[config.mk]
export PLATFORM = sky130hd
export DESIGN_NAME = sipo_flat
export DESIGN_NICKNAME = d
export VERILOG_FILES = /design/src/rtl/sipo_if.sv /design/src/rtl/sipo.sv /design/src/flat_wrapper.sv
export SDC_FILE = /design/constraint.sdc
export NUM_CORES = 1
export LEC_CHECK = 0
export CORE_MARGIN = 5
export CORE_UTILIZATION = 57
export DETAILED_ROUTE_END_ITERATION = 16
export PLACE_DENSITY = 0.86
export SLEW_MARGIN = 10
export SYNTH_ARGS = -nofsm -noshare
export SYNTH_HDL_FRONTEND = slang
export SYNTH_SLANG_ARGS = --single-unit
[constraint.sdc]
create_clock -name clock_50M -period 2 [get_ports clock_50M]
set_input_delay 0.4 -clock clock_50M [delete_from_list [all_inputs] [get_ports clock_50M]]
set_output_delay 0.4 -clock clock_50M [all_outputs]
set_load 0.02 [all_outputs]
[src/rtl/sipo_if.sv]
// sipo_if: serial line and parallel receive bus of the sipo UART receiver.
// The master modport is the receiver itself (samples the line, produces words);
// the slave modport is the environment that drives the line and consumes words.
interface sipo_if #(
    parameter int CHAR_W = 8
);
    logic              uart_rx_pin;
    logic [CHAR_W-1:0] rx_data;
    logic              rx_valid;
    logic              framing_error;
    logic              rx_busy;

    modport master (
        input  uart_rx_pin,
        output rx_data,
        output rx_valid,
        output framing_error,
        output rx_busy
    );

    modport slave (
        output uart_rx_pin,
        input  rx_data,
        input  rx_valid,
        input  framing_error,
        input  rx_busy
    );
endinterface

[src/rtl/sipo.sv]
// sipo: serial-in, parallel-out UART receiver (start bit, CHAR_W data bits LSB
// first, one stop bit). Companion of the piso transmitter with the same DIVIDER.
// Optional feature macro: SIPO_MAJORITY_VOTE_EN -- each sample point becomes a
// 2-of-3 vote over three consecutive synchronised samples, decided one cycle
// later than the nominal sample point.
module sipo #(
    parameter int DIVIDER = 4096,
    parameter int CHAR_W  = 8
) (
    input logic   clock_50M,
    input logic   reset,
    sipo_if.master rx
);

    localparam int CNT_W = $clog2(DIVIDER);
    localparam int IDX_W = $clog2(CHAR_W + 1);

    localparam logic [CNT_W-1:0] CNT_LAST = CNT_W'(DIVIDER - 1);
    localparam logic [IDX_W-1:0] IDX_LAST = IDX_W'(CHAR_W - 1);
`ifdef SIPO_MAJORITY_VOTE_EN
    localparam logic [CNT_W-1:0] START_LAST = CNT_W'(DIVIDER / 2);
`else
    localparam logic [CNT_W-1:0] START_LAST = CNT_W'(DIVIDER / 2 - 1);
`endif

    typedef enum logic [1:0] {
        IDLE  = 2'd0,
        START = 2'd1,
        DATA  = 2'd2,
        STOP  = 2'd3
    } state_t;

    state_t            state_q, state_d;
    logic [CNT_W-1:0]  cnt_q, cnt_d;
    logic [IDX_W-1:0]  idx_q, idx_d;
    logic [CHAR_W-1:0] sh_q, sh_d;
    logic              stop_good_q, stop_good_d;
    logic              stop_bad_q, stop_bad_d;

    logic sync1, sync2, prev;
    logic sample_bit;

`ifdef SIPO_MAJORITY_VOTE_EN
    logic prev2;

    // Two-flop synchroniser plus two delayed copies for the three-sample vote
    always_ff @(posedge clock_50M) begin
        if (reset) begin
            sync1 <= 1'b1;
            sync2 <= 1'b1;
            prev  <= 1'b1;
            prev2 <= 1'b1;
        end else begin
            sync1 <= rx.uart_rx_pin;
            sync2 <= sync1;
            prev  <= sync2;
            prev2 <= prev;
        end
    end

    assign sample_bit = (prev2 & prev) | (prev & sync2) | (prev2 & sync2);
`else
    // Two-flop synchroniser plus a delayed copy for falling-edge detection
    always_ff @(posedge clock_50M) begin
        if (reset) begin
            sync1 <= 1'b1;
            sync2 <= 1'b1;
            prev  <= 1'b1;
        end else begin
            sync1 <= rx.uart_rx_pin;
            sync2 <= sync1;
            prev  <= sync2;
        end
    end

    assign sample_bit = sync2;
`endif

    // FSM and datapath registers; outputs lag the stop sample by one cycle
    always_ff @(posedge clock_50M) begin
        if (reset) begin
            state_q          <= IDLE;
            cnt_q            <= '0;
            idx_q            <= '0;
            sh_q             <= '0;
            stop_good_q      <= 1'b0;
            stop_bad_q       <= 1'b0;
            rx.rx_data       <= '0;
            rx.rx_valid      <= 1'b0;
            rx.framing_error <= 1'b0;
            rx.rx_busy       <= 1'b0;
        end else begin
            state_q          <= state_d;
            cnt_q            <= cnt_d;
            idx_q            <= idx_d;
            sh_q             <= sh_d;
            stop_good_q      <= stop_good_d;
            stop_bad_q       <= stop_bad_d;
            rx.rx_valid      <= stop_good_q;
            rx.framing_error <= stop_bad_q;
            rx.rx_busy       <= (state_q != IDLE);
            if (stop_good_q) begin
                rx.rx_data <= sh_q;
            end
        end
    end

    // Next-state logic: edge trigger, mid-start check, data shifting, stop check
    always_comb begin
        state_d     = state_q;
        cnt_d       = cnt_q;
        idx_d       = idx_q;
        sh_d        = sh_q;
        stop_good_d = 1'b0;
        stop_bad_d  = 1'b0;
        case (state_q)
            IDLE: begin
                if (prev && !sync2) begin
                    cnt_d   = '0;
                    state_d = START;
                end
            end
            START: begin
                if (cnt_q == START_LAST) begin
                    if (sample_bit) begin
                        state_d = IDLE;
                    end else begin
                        cnt_d   = '0;
                        idx_d   = '0;
                        state_d = DATA;
                    end
                end else begin
                    cnt_d = cnt_q + 1'b1;
                end
            end
            DATA: begin
                if (cnt_q == CNT_LAST) begin
                    sh_d  = {sample_bit, sh_q[CHAR_W-1:1]};
                    idx_d = idx_q + 1'b1;
                    cnt_d = '0;
                    if (idx_q == IDX_LAST) begin
                        state_d = STOP;
                    end
                end else begin
                    cnt_d = cnt_q + 1'b1;
                end
            end
            STOP: begin
                if (cnt_q == CNT_LAST) begin
                    stop_good_d = sample_bit;
                    stop_bad_d  = !sample_bit;
                    state_d     = IDLE;
                end else begin
                    cnt_d = cnt_q + 1'b1;
                end
            end
            default: begin
                state_d = IDLE;
            end
        endcase
    end

endmodule

[src/flat_wrapper.sv]
// flat-port wrapper written by rule: the top's interface ports become plain ports
module sipo_flat 
#(
    parameter int DIVIDER = 4096,
    parameter int CHAR_W  = 8
)
  (clock_50M, reset, rx_uart_rx_pin, rx_rx_data, rx_rx_valid, rx_framing_error, rx_rx_busy);
  sipo_if #(.CHAR_W(CHAR_W)) rx_i ();
  input logic clock_50M;
  input logic reset;
  input wire logic [$bits(rx_i.uart_rx_pin)-1:0] rx_uart_rx_pin;
  output wire logic [$bits(rx_i.rx_data)-1:0] rx_rx_data;
  output wire logic [$bits(rx_i.rx_valid)-1:0] rx_rx_valid;
  output wire logic [$bits(rx_i.framing_error)-1:0] rx_framing_error;
  output wire logic [$bits(rx_i.rx_busy)-1:0] rx_rx_busy;
  assign rx_i.uart_rx_pin = rx_uart_rx_pin;
  assign rx_rx_data = rx_i.rx_data;
  assign rx_rx_valid = rx_i.rx_valid;
  assign rx_framing_error = rx_i.framing_error;
  assign rx_rx_busy = rx_i.rx_busy;
  sipo #(.DIVIDER(DIVIDER), .CHAR_W(CHAR_W)) u_core (.clock_50M(clock_50M), .reset(reset), .rx(rx_i));
endmodule
==> out/qor.yml <==
fin_nets: 219
r2r_cells: 6
synth_warnings: 0
drt_iter0_drc: 123
final_cell_mix: "41 x dfxtp_1, 23 x nor2_1, 18 x mux2i_1"
grt_setup_unrepaired: "false"
syn_inst: 195
post_layout_nonfiller_instances: 261
synthMuxAreaShare_pct: 9.16
cts_tree: "yes"
ys_types: 47
cts.sinks: 42
grt_pass1_vias: 1530
cp_data_arrival_time_ps: 2080
synth_fa_ha_area_share_pct: 1.27
switching_share_pct: 22.0
gr-total-overflow: 0
slew_headroom_pct: 64.9
cts_htree_levels: 2
n_antenna_cell: 0
avgSynthCellArea_sq_um: 10.1
wl_per_cell_microns: 15.8
root_buffer: "clkbuf_4"
hold_path_depth: 1
hold_viol: 0
yosysTopAreaCellShare_pct: 42.7
power_density_nw_per_um2: 640
ys_ff_latch: 42
yosys-top-cells-area: "dfxtp_1 43%, mux2i_1 9.2%, nor2_1 4.4%"
cp_max_fo: 11
synthArstFlopShare_pct: 0
drt_wl_total_microns: 4110
die_w_microns: 68.7
io_pins: 14
power_frac_comb_pct: 4.0
period_share_pct: 93.4
crit_path_start_kind: "flop"
vias_per_cell: 6.06
drt.antenna.violating_nets: 0
synth_ff_type: "dfxtp_1"
min_path_type: "flop to flop"
critPathRequiredTime_ps: 2210
slowest_stage: "dfxtp_1"
gp_congestion: 0.832
critical_path_class: "flop to flop"
switchingPower_mw: 0.318
critical_path.max_stage_delay_ps: 410
syn2layout_area_growth_pct: 15.0
synth_area_leader_cell: "dfxtp_1"
maxSlewViolCount: 0
synth_xor_area_share_pct: 0
cts.reportedPaths.clkPinSlew_ps: 130
p_clk_share_pct: 37.2
core_area_sq_um: 3340
seq_area_sq_um: 842
status: "finished, final reports clean"
clock_skew_ps: 9.08
dr_total_vias: 1581
path_cells: "ha_1 -> nand4_2 -> nor3_2 -> a21boi_0 -> buf_4 -> a211oi_1"
pwr-share-seq_pct: 58.8
ctsHoldBuffers: 0
drv_cap: 0
layout-drive-gt1-share_pct: 17.2
antenna_found_initial: 0
netlist_area_sq_um: 1970
ys_seq_area_share_pct: 42.7
die_height_microns: 68.7
grt_util_all_layers_pct: 19.5
clockBufferDepth: 2
rows: 21
numCtsBuffers: 5
yosys.area_share.simple_pct: 26.1
dpl.hpwl_microns: 2980
final.setup.tns_ps: 0
drc_errors: 0
multi_input_area_sq_um: 1070
dp_cells: 252
internal_power_mw: 1.13
mostFrequentLayoutCell: "dfxtp_1"
insertion_delay_ps: 340
max_freq_mhz: 535
dieArea_sq_um: 4730
ir_drop_mv: 0.617
grt_max_degree: 30
synth_compound_area_share_pct: 17.8
worst_pin_slew_ps: 526
synth_top_family_by_area: "simple AND/OR/NAND/NOR gates"
io_buffers: 13
fillers: 259
initial_core_util_pct: 58.9
synth_edf_count: 0
min_period_ps: 1870
power_leakage_nw: 0.728
setup_viol: 0
drtPass1Iterations: 4
syn_nets: 200
end_kind: "flop"
grt_pass1_wl_microns: 6960
logic make-up after synthesis:
logic type	after synthesis
adders and majority gates	2
and+or+nand+nor	80
muxes	18
buffers and inverters	14
AOI/OAI and AO/OA	39
DFF	42
cells in the mapped netlist (3+ instances only):
cell type	count
mux2i_1	18
dfxtp_1	42
nand3b_1	7
a211oi_1	7
or4_1	7
nand2_1	10
o31ai_1	8
a21oi_1	3
a211oi_2	5
o21ai_1	3
or2_2	4
nand3_1	4
clkbuf_1	6
and4_1	3
inv_1	4
nor2_1	23
metrics by stage:
| step | utilization, % | hold slack (ps) | power (mW) | area [sq um] | setup slack (ps) |
|---|---|---|---|---|---|
| 2_1_floorplan | - | 389 | 0.908 | 1970 | 255 |
| 3_3_place_gp | 65.1 | 397 | 0.923 | 2170 | 192 |
| 3_5_place_dp | 65.1 | 423 | 0.927 | 2170 | 37.7 |
| 4_1_cts | 67.5 | 456 | 1.47 | 2250 | 6.98 |
| 5_1_grt | 67.8 | 467 | 1.52 | 2260 | 1.49 |
| 6_report | 67.8 | 450 | 1.45 | 2260 | 132 |
power groups by stage:
stage | Combinational [mW] | Sequential (mW) | Clock (mW)
final | 0.0578 | 0.851 | 0.540
after global routing | 0.0631 | 0.853 | 0.602
after CTS | 0.0572 | 0.852 | 0.557
after detailed placement | 0.0567 | 0.870 | 0
after global placement | 0.0544 | 0.869 | 0
after floorplan | 0.0406 | 0.868 | 0
timing repair:
| item | in CTS | in global routing |
|---|---|---|
| setup buffers | 0 | 1 |
| setup endpoints to repair | 0 | 13 |
| gates resized for setup | 0 | 1 |
flip-flops by register name, indices dropped and copies added (netlist names), 4 cells and up, named ones only:
signal             cells
u_core.sh_q            8
u_core.rx.rx_data      8
u_core.idx_q           4
u_core.cnt_q          12
routing by layer:
layer	vias to the layer above	global-route usage [%]	wire length, microns
li1	772	-	-
met1	760	24.2	1790
met2	43	33.4	2090
met3	6	4.38	187
met4	0	6.57	53
met5	-	0	0
worst max-delay path, delay by kind of cell (launching register included):
family / cells / cell delay (ps)
flops: 1 / 410
fa+ha+maj: 1 / 250
buf+inv: 1 / 230
simple gates: 2 / 540
compound gates: 2 / 300
final cells by class:
class | instances | area share (%)
tap | 46 | 2.54
clock buffer | 5 | 1.66
sequential | 42 | 37.2
multi-input combinational | 139 | 47.2
timing repair buffer | 22 | 8.74
clock inverter | 3 | 1.94
inverter | 4 | 0.664
final timing paths:
| kind | from | endpoint | slack (ps) |
|---|---|---|---|
| setup / recovery | u_core.cnt_q[0] | u_core.cnt_q[0] | 130 |
| hold / removal | u_core.sync1 | u_core.sample_bit | 450 |
| setup reg to reg | u_core.cnt_q[0] | u_core.cnt_q[0] | 130 |
| hold reg to reg | u_core.sync1 | u_core.sample_bit | 450 |
Note: power is estimated with default switching activity, not from simulation.
